--- src/rtl/section3_ctrl.sv ---
// Purpose : control FSM for datapath_section3; divides by repeated subtraction of divisor from a1.
// Latency : done/err pulse in the cycle after edge 2Q+2 (edge 0 samples start); divisor==0 fails after edge 2.
// Backpressure: none; start is only sampled in IDLE and ignored while a job is in flight.
//
// Ports:
//   CLK, RST_N          clock (rising edge) and asynchronous active-low reset
//   start               job request, sampled in IDLE only
//   divisor             subtrahend, held stable by the requester while busy
//   a1out               accumulator readback from datapath_section3
//   CTRL3/4/5/8/9       datapath controls (source select, acc write, subtract, mout select, mout write)
//   busy, done, err     job status; done and err are single-cycle pulses
//   quotient, remainder result, valid with done and held until the next result
module section3_ctrl #(
  parameter int WIDTH    = 16,
  parameter int CNT_W    = 8,
  parameter int MAX_ITER = 255
) (
  input  logic             CLK,
  input  logic             RST_N,
  input  logic             start,
  input  logic [WIDTH-1:0] divisor,
  input  logic [WIDTH-1:0] a1out,
  output logic             CTRL3,
  output logic             CTRL4,
  output logic             CTRL5,
  output logic             CTRL8,
  output logic             CTRL9,
  output logic             busy,
  output logic             done,
  output logic             err,
  output logic [CNT_W-1:0] quotient,
  output logic [WIDTH-1:0] remainder
);

  // The iteration counter must be able to hold MAX_ITER without wrapping.
  if (MAX_ITER >= (1 << CNT_W) || MAX_ITER < 1) begin : g_bad_max_iter
    $error("section3_ctrl: MAX_ITER must be in 1 .. 2**CNT_W-1");
  end

  localparam logic [CNT_W-1:0] MAX_CNT = CNT_W'(MAX_ITER);

  typedef enum logic [2:0] {
    S_IDLE,
    S_LOAD,
    S_CHECK,
    S_SUB,
    S_FIN,
    S_FAIL
  } state_t;

  state_t           state;
  state_t           state_nxt;
  logic [CNT_W-1:0] count;
  logic             finishing;

  always_ff @(posedge CLK or negedge RST_N) begin
    if (!RST_N) begin
      state <= S_IDLE;
    end else begin
      state <= state_nxt;
    end
  end

  // Iteration counter: cleared when a job is accepted, bumped once per subtraction.
  always_ff @(posedge CLK or negedge RST_N) begin
    if (!RST_N) begin
      count <= '0;
    end else if (state == S_IDLE && start) begin
      count <= '0;
    end else if (state == S_SUB) begin
      count <= count + 1'b1;
    end
  end

  // Results are captured on the CHECK->FIN/FAIL edge so they are already
  // valid during the done cycle; a1out is final at that point.
  assign finishing = (state == S_CHECK) && (state_nxt == S_FIN || state_nxt == S_FAIL);

  always_ff @(posedge CLK or negedge RST_N) begin
    if (!RST_N) begin
      quotient  <= '0;
      remainder <= '0;
    end else if (finishing) begin
      quotient  <= count;
      remainder <= a1out;
    end
  end

  // Next state plus state-decoded outputs; outputs depend on state only.
  always_comb begin
    state_nxt = state;
    CTRL3     = 1'b0;
    CTRL4     = 1'b0;
    CTRL5     = 1'b0;
    CTRL8     = 1'b0;
    CTRL9     = 1'b0;
    busy      = 1'b0;
    done      = 1'b0;
    err       = 1'b0;
    case (state)
      S_IDLE: begin
        if (start) begin
          state_nxt = S_LOAD;
        end
      end
      S_LOAD: begin
        CTRL3     = 1'b1;
        CTRL4     = 1'b1;
        busy      = 1'b1;
        state_nxt = S_CHECK;
      end
      S_CHECK: begin
        busy = 1'b1;
        if (divisor == '0) begin
          state_nxt = S_FAIL;
        end else if (count == MAX_CNT) begin
          state_nxt = S_FAIL;
        end else if (a1out >= divisor) begin
          state_nxt = S_SUB;
        end else begin
          state_nxt = S_FIN;
        end
      end
      S_SUB: begin
        CTRL4     = 1'b1;
        CTRL5     = 1'b1;
        busy      = 1'b1;
        state_nxt = S_CHECK;
      end
      S_FIN: begin
        CTRL8     = 1'b1;
        CTRL9     = 1'b1;
        done      = 1'b1;
        state_nxt = S_IDLE;
      end
      S_FAIL: begin
        done      = 1'b1;
        err       = 1'b1;
        state_nxt = S_IDLE;
      end
      default: begin
        state_nxt = S_IDLE;
      end
    endcase
  end

endmodule

--- config.mk ---
export PLATFORM = sky130hd
export DESIGN_NAME = section3_ctrl
export DESIGN_NICKNAME = d
export VERILOG_FILES = /design/src/rtl/section3_ctrl.sv
export SDC_FILE = /design/constraint.sdc
export NUM_CORES = 1
export LEC_CHECK = 0
export BUFFER_PORTS_ARGS = -buffer_cell sky130_fd_sc_hd__buf_4
export CORE_AREA = 2 2 89 48
export CTS_CLUSTER_SIZE = 12
export DETAILED_ROUTE_END_ITERATION = 12
export DIE_AREA = 0 0 91 50
export HOLD_SLACK_MARGIN = 0.06
export MAX_ROUTING_LAYER = met4
export PLACE_DENSITY = 0.83
export SLEW_MARGIN = 15
export SYNTH_ARGS = -nofsm -noshare
export SYNTH_HDL_FRONTEND = slang
export SYNTH_SLANG_ARGS = --single-unit
export TNS_END_PERCENT = 1
--- constraint.sdc ---
create_clock -name CLK -period 3 [get_ports CLK]
set_clock_uncertainty 0.15 [all_clocks]
set_input_delay 0.3 -clock CLK [delete_from_list [all_inputs] [get_ports CLK]]
set_output_delay 0.3 -clock CLK [all_outputs]
set_load 0.1 [all_outputs]
Yosys cells after proc, flatten, opt, wreduce, memory -nomap -nowiden --
Cells that the tools add are included.
Cells by class: add/sub/neg operators 1, order comparisons 1, eq/ne operators 8, multiplexer cells 14, reductions and logical operators 9
Operator list (count):
- >= comparator 16 bit | 1
- logical NOT 16 bit | 1
- 2-to-1 mux 8 bit | 2
- == test 3 bit (second input constant) | 4
- 2-to-1 mux 3 bit | 4
- case mux 3 bit (3 select lines) | 1
- adder 8 x 1 -> 8 bit (second input constant) | 1
- == test 8 bit (second input constant) | 1
- 2-to-1 mux 1 bit | 7
- == test 3 x 2 -> 1 bit (second input constant) | 2
- OR reduction 2 bit | 2
- == test 3 x 1 -> 1 bit (second input constant) | 1
- logical NOT 3 bit | 1
- OR reduction 3 bit | 1
- logical AND 1 bit | 2
- nonzero test 2 bit | 1
- logical OR 1 bit | 1
Word-level totals: register bits 35, bits of input ports 35, output and inout port bits 32, word-level logic and storage cells 37

Logic depth before layout (Yosys ltp) --
Gate-level depths: netlist of the first run.
depth in word-level cells 8, gate-level depth with buffers 10, depth with buffers taken out 8

Least setup slack after synthesis of the first run --
No wires, ideal clock.
path type register to output, start point reg state[1], end point out CTRL9, data arrival time 3.808 ns, required time 2.550 ns, setup slack -1.258 ns, stages on the path, launching flop included 4, path buffers 1, cell sequence dfrtp_1 > nor2b_1 > nor2b_1 > buf_4
Between the ends: cells in the longest elaborated chain, start to end 2
RTL lines:
- start: declaration | RTL line 51 | state_t state;
- start signal: assignment | RTL line 60 | state <= state_nxt;
- == test 3 bit
- 2-to-1 mux 1 bit
- end: declaration | RTL line 27 | output logic CTRL9,
Every way passes these cells.

Worst setup path after layout of the first run --
start point in divisor[2], end point reg remainder[10]
Between the ends: cells in the longest elaborated chain, start to end 8, elaborated cells on any way between the ends 10, classes of those cells order compare (1); eq/ne (2); mux (4); reduce/logical (3)
RTL lines:
- start: declaration | RTL line 21 | input logic [WIDTH-1:0] divisor,
- >= comparator 16 bit | RTL line 118 | end else if (a1out >= divisor) begin
- 2-to-1 mux 3 bit | RTL line 118
- 2-to-1 mux 3 bit | RTL line 116 | end else if (count == MAX_CNT) begin
- 2-to-1 mux 3 bit (*) | RTL line 114 | if (divisor == '0) begin
- case mux 3 bit (3 select lines) (*) | RTL line 100 | case (state)
- == test 3 bit | RTL line 77 | assign finishing = (state == S_CHECK) && (state_nxt == S_FIN || state_nxt == S_FAIL);
- logical OR 1 bit (*) | RTL line 77
- logical AND 1 bit (*) | RTL line 77
- end signal: assignment | RTL line 85 | remainder <= a1out;
- end: declaration | RTL line 32 | output logic [WIDTH-1:0] remainder
Every way passes the cells marked *; elsewhere a longest branch is shown, timed or not. A chain may end at the register's enable or synchronous reset.

==> results.md, run 1 <==
Clock tree:
- The clock passes through at most 2 buffers.
- The source-to-sink clock delay at the later pin of the worst-skew pair is 280 ps.
- Clock tree synthesis found a total of 35 sinks.
- The number of levels in the clock H-tree is 2.
- The clock slew at the register clock pins of the worst setup and hold paths is 70 ps.
- TritonCTS built the clock tree.
- The library cell used as clock root buffer is sky130_fd_sc_hd__clkbuf_8.
- The clock buffer count from CTS is 5.

Critical path:
- By instance count, the cell type seen most on the critical path is sky130_fd_sc_hd__buf_4.
- The classification of the worst setup path is input pin to flop.
- For this design, the slowest cell found on the critical path is sky130_fd_sc_hd__mux2_2.
- The count of buffering cells on the critical path with inverters included is 3.
- The category of the worst setup path launch point is an input pin.
- The required time at the endpoint of the critical path is 3020 ps.
- The highest cell delay on the worst timing path is 380 ps.
- Broken down by cell family, the worst path's largest delay share belongs to compound AO/OA/AOI/OAI gates.
- Data on the critical path arrives at its endpoint at 2430 ps.
- The critical path goes through buf_4 > inv_1 > ha_1 > a211o_1 > a31oi_1 > o31ai_1 > a221oi_2 > o21a_1 > buf_4 > mux2_2.
- The worst setup path is captured at a flop.
- The maximum net fanout on the critical path is 16.

Floorplanning:
- The floorplan step defined a die boundary enclosing around 4600 µm².
- The die is ~90 µm wide.
- The number of primary I/O pins is 67.
- The cell row count is 16.
- In this run the standard cell core region covers 3760 µm².
- In this run the vertical extent of the chip is 50 µm.
- The initial core utilization is 52.5%.

Cells and area:
- 0 antenna diodes ended up in the layout.
- The area taken by flip-flops and latches is a little under 900 µm².
- After filler insertion, the fill cell instance count of the layout stands at 290.
- The leading cell type in the layout, fill and taps excluded is sky130_fd_sc_hd__buf_4.
- The library cells used most frequently in the layout, excluding fill and tap cells, are sky130_fd_sc_hd__buf_4, sky130_fd_sc_hd__dfrtp_1, sky130_fd_sc_hd__mux2_4.
- In the final layout, the share of cells above drive strength 1 is 43.1%.
- At the end of the flow, the number of nets in the layout was 291.
- The post-synthesis to final-layout area growth is 31.5%.
- The area of the multi-input gates is 978 µm².

Drt:
- In this run, the number of DRC markers left after iteration 0 of detailed routing was 58.
- The first-pass iteration count of the detailed router is 4.
- In the final routed layout, each cell accounts on average for between 10 and 15 µm.
- After detailed routing, the number of vias per cell comes to 4.97.
- Wires add up to 4360 µm.
- Once detail routing completed, the nets flagged for antenna violations numbered 0.
- After detailed routing, the number of remaining DRC violations is 0.
- The detailed-route via count is 1456.

Logic synthesis:
- The number of enable-type register cells in the synthesized netlist is 0.
- The synthesis warning total is 0.
- The instance count of the mapped netlist is 168.
- Among all flip-flop cells after synthesis, the most frequent one is sky130_fd_sc_hd__dfrtp_1.
- After synthesis the netlist holds a flip-flop and latch count of 35.
- The part of the Yosys area used for sequential elements is 44.3%.
- Synthesis instantiated 33 different standard cells from the library.
- After synthesis, the share of flip-flops with an asynchronous set or reset is 100%.
- The number of nets handed over by synthesis was 220.
- The cell area that synthesis handed to floorplanning was 1980 µm².
- After synthesis, the mean cell area works out to 11.8 µm².

Place:
- During placement, the flow inserted port buffers numbering 66.
- The congestion estimate from routability-driven global placement came to roughly 0.85.
- The half-perimeter wire length after detailed placement is 3390 µm.

STA:
- The final number of max-transition violations is 0.
- Adding up every negative setup slack in the final design gives 0 ps.
- Headroom to the max-slew limit came out at 39.7%.
- The final critical delay including setup and external delays is 2420 ps.
- Timing would allow up to between 400 and 500 MHz.
- The measured slew at the worst slew-check pin is approximately 900 ps.
- The setup-violating endpoint count in the final report is 0.
- The post-route fraction of the period consumed by the critical path is 80.5%.
- Setup repair after global routing left no endpoint under its margin.
- The final count of hold timing violations is 0.

GRT:
- The number of antenna violations at the first check in global routing came to 0.
- The global-route congestion overflow total is 0.
- The overall global routing resource usage is between 20% and 30%.
- The number of global-route vias before repair came to 1382.
- The largest net degree at the start of global routing is 36.
- The first global-routing pass estimated 7140 µm of wire.

Run status:
- The run finished with clean final reports.

Run:
- Across the run, the number of max-cap violations was 0.

Worst hold path:
- The path class of the tightest hold or removal check is input pin to flop.
## synth_stat cells, drive strengths merged, types with 2 or more instances
cell type   n  area share [%]
inv        18             3.4
mux2       24              17
dfrtp      35              44
or3         2            0.63
buf         5             3.2
xor2        4             1.8
a211oi      2            0.76
o21ai       4             1.0
a21oi       6             1.5
nand2       7             1.3
nor4        4             1.3
o31ai       2            0.76
and2        2            0.63
ha         17              11
nand4       6             1.9
nor2       13             2.5
nand2b      3            0.95
nand3       2            0.51
nor2b       2            0.63
## metal layers
| metal | wire [µm] | part of all wire [%] | global-route usage (%) |
|---|---|---|---|
| met4 | 38 | 0.87 | 6.82 |
| met2 | 1630 | 38 | 25.8 |
| met3 | 277 | 6.4 | 5.50 |
| met1 | 2410 | 55 | 33.9 |
| met5 | 0 | 0 | - |
## logic make-up after synthesis
logic type	after synthesis	synth area share (%)
adder cells (fa/ha/maj)	17	10.8
multiplexers	25	17.8
AO/OA/AOI/OAI	20	6.84
XOR/XNOR	5	2.22
AND/OR/NAND/NOR	43	11.4
buffers and inverters	23	6.65
flip-flops	35	44.3
## worst paths after layout
path | start | to | slack [ps] | cells past startpoint
max | divisor[2] | remainder[10] | 580 | 10
min | a1out[0] | remainder[0] | 100 | 2
min reg2reg | quotient[7] | quotient[7] | 360 | 1
min in group asynchronous | RST_N | remainder[0] | 350 | 2
max in group asynchronous | RST_N | quotient[6] | 2030 | 2
max reg2reg | count[0] | remainder[10] | 850 | 6
## repair_timing
item,in CTS,in global routing
buffers inserted,0,0
endpoints found under the hold margin,35,0
resized for setup,0,0
hold buffers,1,0
## worst reg2reg max path, stage by stage, from the launching register on
cell and delay (ps):
sky130_fd_sc_hd__dfrtp_1 410, sky130_fd_sc_hd__ha_1 220, sky130_fd_sc_hd__nand3_1 80, sky130_fd_sc_hd__o21ai_0 320, sky130_fd_sc_hd__o21a_1 180, sky130_fd_sc_hd__buf_4 290, sky130_fd_sc_hd__mux2_2 390
## stage by stage
step	std cells	util, %	hold slack, ps	worst slack [ps]	cell area (µm²)
finish	293	69.0	102	584	2600
global route	293	69.0	104	479	2600
CTS	293	69.0	95.5	612	2600
detailed placement	285	66.4	130	320	2500
global placement	285	66.4	124	385	2500
floorplan	168	-	-146	171	1990
## state kept, by name (all words and copies together) (netlist names)
name	cells
remainder	16
count	8
quotient	8
state	3
## cell type report
cell class / instances / area share [%]
clock buffers: 6 / 3.18
clock inverters: 1 / 0.193
inverters: 18 / 2.60
multi-input cells: 110 / 37.7
flip-flops and latches: 35 / 33.7
well taps: 54 / 2.60
repair buffers: 69 / 20.0
Power of run 1 is left out: the tool's default activity adds up to more than one toggle a clock period on the data nets, which glitch-free logic cannot reach.
==> run 2, diff against run 1 <==
- CORE_AREA: 2 2 89 48 -> 2 2 97 52
- DIE_AREA: 0 0 91 50 -> 0 0 99 54
- PLACE_DENSITY: 0.83 -> 0.75
- clock period: 3 -> 2 ns (I/O delays scaled with it)
==> run 2 against run 1 <==
The run now ends with setup timing left. Via count rose by 11%. Core utilization fell by 3.8 points. Worst hold slack got worse by 12 ps. Worst setup slack got worse by 670 ps.
==> results.md, run 2 (synthesized netlist as in run 1, its figures left out) <==
Clock tree:
- The clock buffer count from CTS is 5 (unchanged).
- The number of levels in the clock H-tree was 2 (unchanged).
- The maximum number of buffers from clock root to sink came to 2 (unchanged).
- Clock tree synthesis selected as its root buffer the cell sky130_fd_sc_hd__clkbuf_8.
- The clock slew at the register clock pins of the worst setup and hold paths came to 70 ps (about the same).
- The source-to-sink clock delay at the later pin of the worst-skew pair came to 290 ps (about the same).
- The TritonCTS clock tree is yes.
- The number of clock sinks seen by CTS is 35 (unchanged).

GRT:
- The overall global routing resource usage was 21.1% (-0.39 points).
- The largest net degree at the start of global routing is 36 (unchanged).
- The number of global-route vias before repair is 1571 (+14%).
- The first-pass GRT wire length is 8030 µm (+12%).
- The number of antenna violations at the first check in global routing came to 0 (unchanged).
- The global-route congestion overflow total came to 0 (unchanged).

Run status:
- The run finished, with violations left.
- The final reports fail on setup timing.

Worst hold path:
- The kind of path behind the tightest hold check is input pin to flop.

Critical path:
- The worst setup path is captured at a flop.
- The critical path arrival is 2120 ps (-310 ps).
- The required time at the endpoint of the critical path is 2030 ps (-990 ps).
- The endpoint of the most critical setup path is quotient[5].
- The critical path in this run is classified as input pin to flop.
- The worst reg2reg path endpoint is quotient[5].
- In this run the critical register-to-register path is launched from count[1].
- The critical path starts at divisor[2].
- The worst setup path is launched from an input pin.
- The setup slack on the worst flop-to-flop path is 80 ps (-770 ps).
- The maximum net fanout on the critical path is 4 (-12).
- The worst-case reg-to-reg path depth is 6 (unchanged).

Drt:
- The first-pass iteration count of the detailed router is 4 (unchanged).
- The detailed-route via count is 1611 (+11%).
- The number of DRC markers after the initial detailed-route iteration is 67 (+16%).
- The antenna violation net count after detailed routing was 0 (unchanged).
- The per-cell via count in the routed design came to 4.88 (-1.8%).
- The number of remaining DRC errors is 0 (unchanged).
- The routed length per placed instance was 15.4 µm (+3.7%).
- The total wire length after detailed routing was 5090 µm (+17%).

Place:
- The placed cell count came to 306 (+7.4%).
- The half-perimeter wire length after detailed placement is 3680 µm (+8.6%).
- The count of input and output buffers came to 66 (unchanged).
- The placer's final routability congestion estimate was 0.777 (-8.5%).

Run:
- The number of maximum-capacitance violations is 0 (unchanged).

Cells and area:
- In the layout the commonest cells are sky130_fd_sc_hd__buf_4, sky130_fd_sc_hd__dfrtp_1, sky130_fd_sc_hd__mux2_4.
- The area of the multi-input gates is 1090 µm² (+11%).
- The register name with the most flops is remainder.
- The number of nets in the layout came to 321 (+10%).
- The area taken by flip-flops and latches is 878 µm² (+0.29%).
- The layout filler cell count is 378 (+30%).
- The leading cell type in the layout, fill and taps excluded is sky130_fd_sc_hd__buf_4.
- The post-synthesis to final-layout area growth is 52.3%.
- The antenna diode count came to 0 (unchanged).
- The flip-flop count of the largest register after layout is 16 (unchanged).
- The number of standard cells in the final layout excluding fillers came to 330 (+13%).
- The largest registers in the layout are remainder: 16 flops, count: 8 flops, quotient: 8 flops.
- The share of cells above drive strength 1 came to 50.7% (+7.6 points).

Power and ir drop:
- Summed over all cells, the static leakage comes to 0.00152 µW.
- The total power divided by cell area is 1570 nW/µm².
- The worst supply voltage drop on vdd is 0.00115 V.

STA:
- The post-route fraction of the period consumed by the critical path is 104%.
- The relative slew slack is 69.9% (+30 points).
- The minimum setup slack in the final design is -85.6 ps (-670 ps).
- The maximum operating frequency is 479 MHz.
- The final critical delay including setup and external delays is 2090 ps.
- The setup-violating endpoint count in the final report is 24 (+24).
- The measured slew at the worst slew-check pin is 452 ps (-449 ps).
- Setup repair after global routing could not meet its margin everywhere.
- The total negative slack is -1740 ps (-1740 ps).
- The final number of max-transition violations is 0 (unchanged).
- The final count of hold timing violations is 0 (unchanged).

Floorplanning:
- The die extent in x is 99 µm (+8.8%).
- The initial core utilization came to 42.8% (-9.7 points).
- The overall die area came to 5350 µm² (+17%).
- The core region area is 4620 µm² (+23%).
- The die extent in y is 54 µm (+8.0%).
- The cell row count is 18 (+2).
- The number of primary I/O pins is 67 (unchanged).
-- run 2: cell count changes in the layout (fill, tap and decap cells not counted), moves of 4 or more --
cell	previous run	this run
sky130_fd_sc_hd__dlygate4sd3_1	1	15
sky130_fd_sc_hd__buf_4	68	79
sky130_fd_sc_hd__mux2_2	5	0
sky130_fd_sc_hd__mux2_4	19	24
sky130_fd_sc_hd__ha_1	17	13
-- run 2: worst max-delay path, cell delays in order --
cell and delay (ps):
sky130_fd_sc_hd__buf_6 100, sky130_fd_sc_hd__inv_4 50, sky130_fd_sc_hd__ha_4 190, sky130_fd_sc_hd__a211o_1 290, sky130_fd_sc_hd__a31oi_4 190, sky130_fd_sc_hd__o31ai_4 80
sky130_fd_sc_hd__a221oi_2 280, sky130_fd_sc_hd__o21a_2 240, sky130_fd_sc_hd__buf_4 180, sky130_fd_sc_hd__mux2_4 300
-- run 2: worst min path at each step --
stage                        start            to  slack, ps  cells after the start
after floorplan              RST_N      count[0]       -250                      0
after global placement       RST_N  remainder[3]         30                      1
after detailed placement     RST_N  remainder[4]         40                      1
after CTS                 a1out[5]  remainder[5]         80                      3
after global routing      a1out[5]  remainder[5]         90                      3
final                     a1out[5]  remainder[5]         90                      3
-- run 2: power by group --
part | switching [µW] | internal, µW
registers | 176 | 932
logic | 2230 | 896
clock network | 263 | 238
-- run 2: per-stage QoR --
step	utilization, %	instance area (µm²)	hold WS (ps)	total power, µW	setup slack (ps)
4_1_cts	63.7	2940	76.8	4680	-61.2
5_1_grt	65.2	3010	87.2	4920	-141
2_1_floorplan	-	2030	-246	3530	-255
3_3_place_gp	57.2	2640	29.5	4080	-402
6_report	65.2	3010	90.0	4730	-85.6
3_5_place_dp	57.2	2640	35.8	4110	-513
-- run 2: routing by layer --
layer | routed length, µm | part of all wire, % | up-vias | global-route usage [%]
li1 | - | - | 787 | -
met1 | 2520 | 49 | 769 | 29.2
met2 | 2190 | 43 | 48 | 31.1
met3 | 335 | 6.6 | 7 | 5.45
met4 | 48 | 0.94 | 0 | 5.48
met5 | 0 | 0 | - | -
-- run 2: timing repair --
item                                    in CTS  in global routing
buffers inserted                             0                  0
hold buffers                                15                  0
resized for setup                           13                 16
endpoints found under the setup margin      24                 24
cloned                                       1                  0
hold endpoints to repair                    49                  0
pin swaps                                    5                  6
-- run 2: layout make-up --
type | count | share of cell area (%)
Multi-Input combinational cell | 110 | 36.2
Sequential cell | 35 | 29.2
Timing Repair Buffer | 99 | 26.8
Inverter | 18 | 2.54
Tap cell | 60 | 2.49
Clock buffer | 5 | 2.29
Clock inverter | 3 | 0.499
No activity file was read; power rests on OpenSTA's default activity.
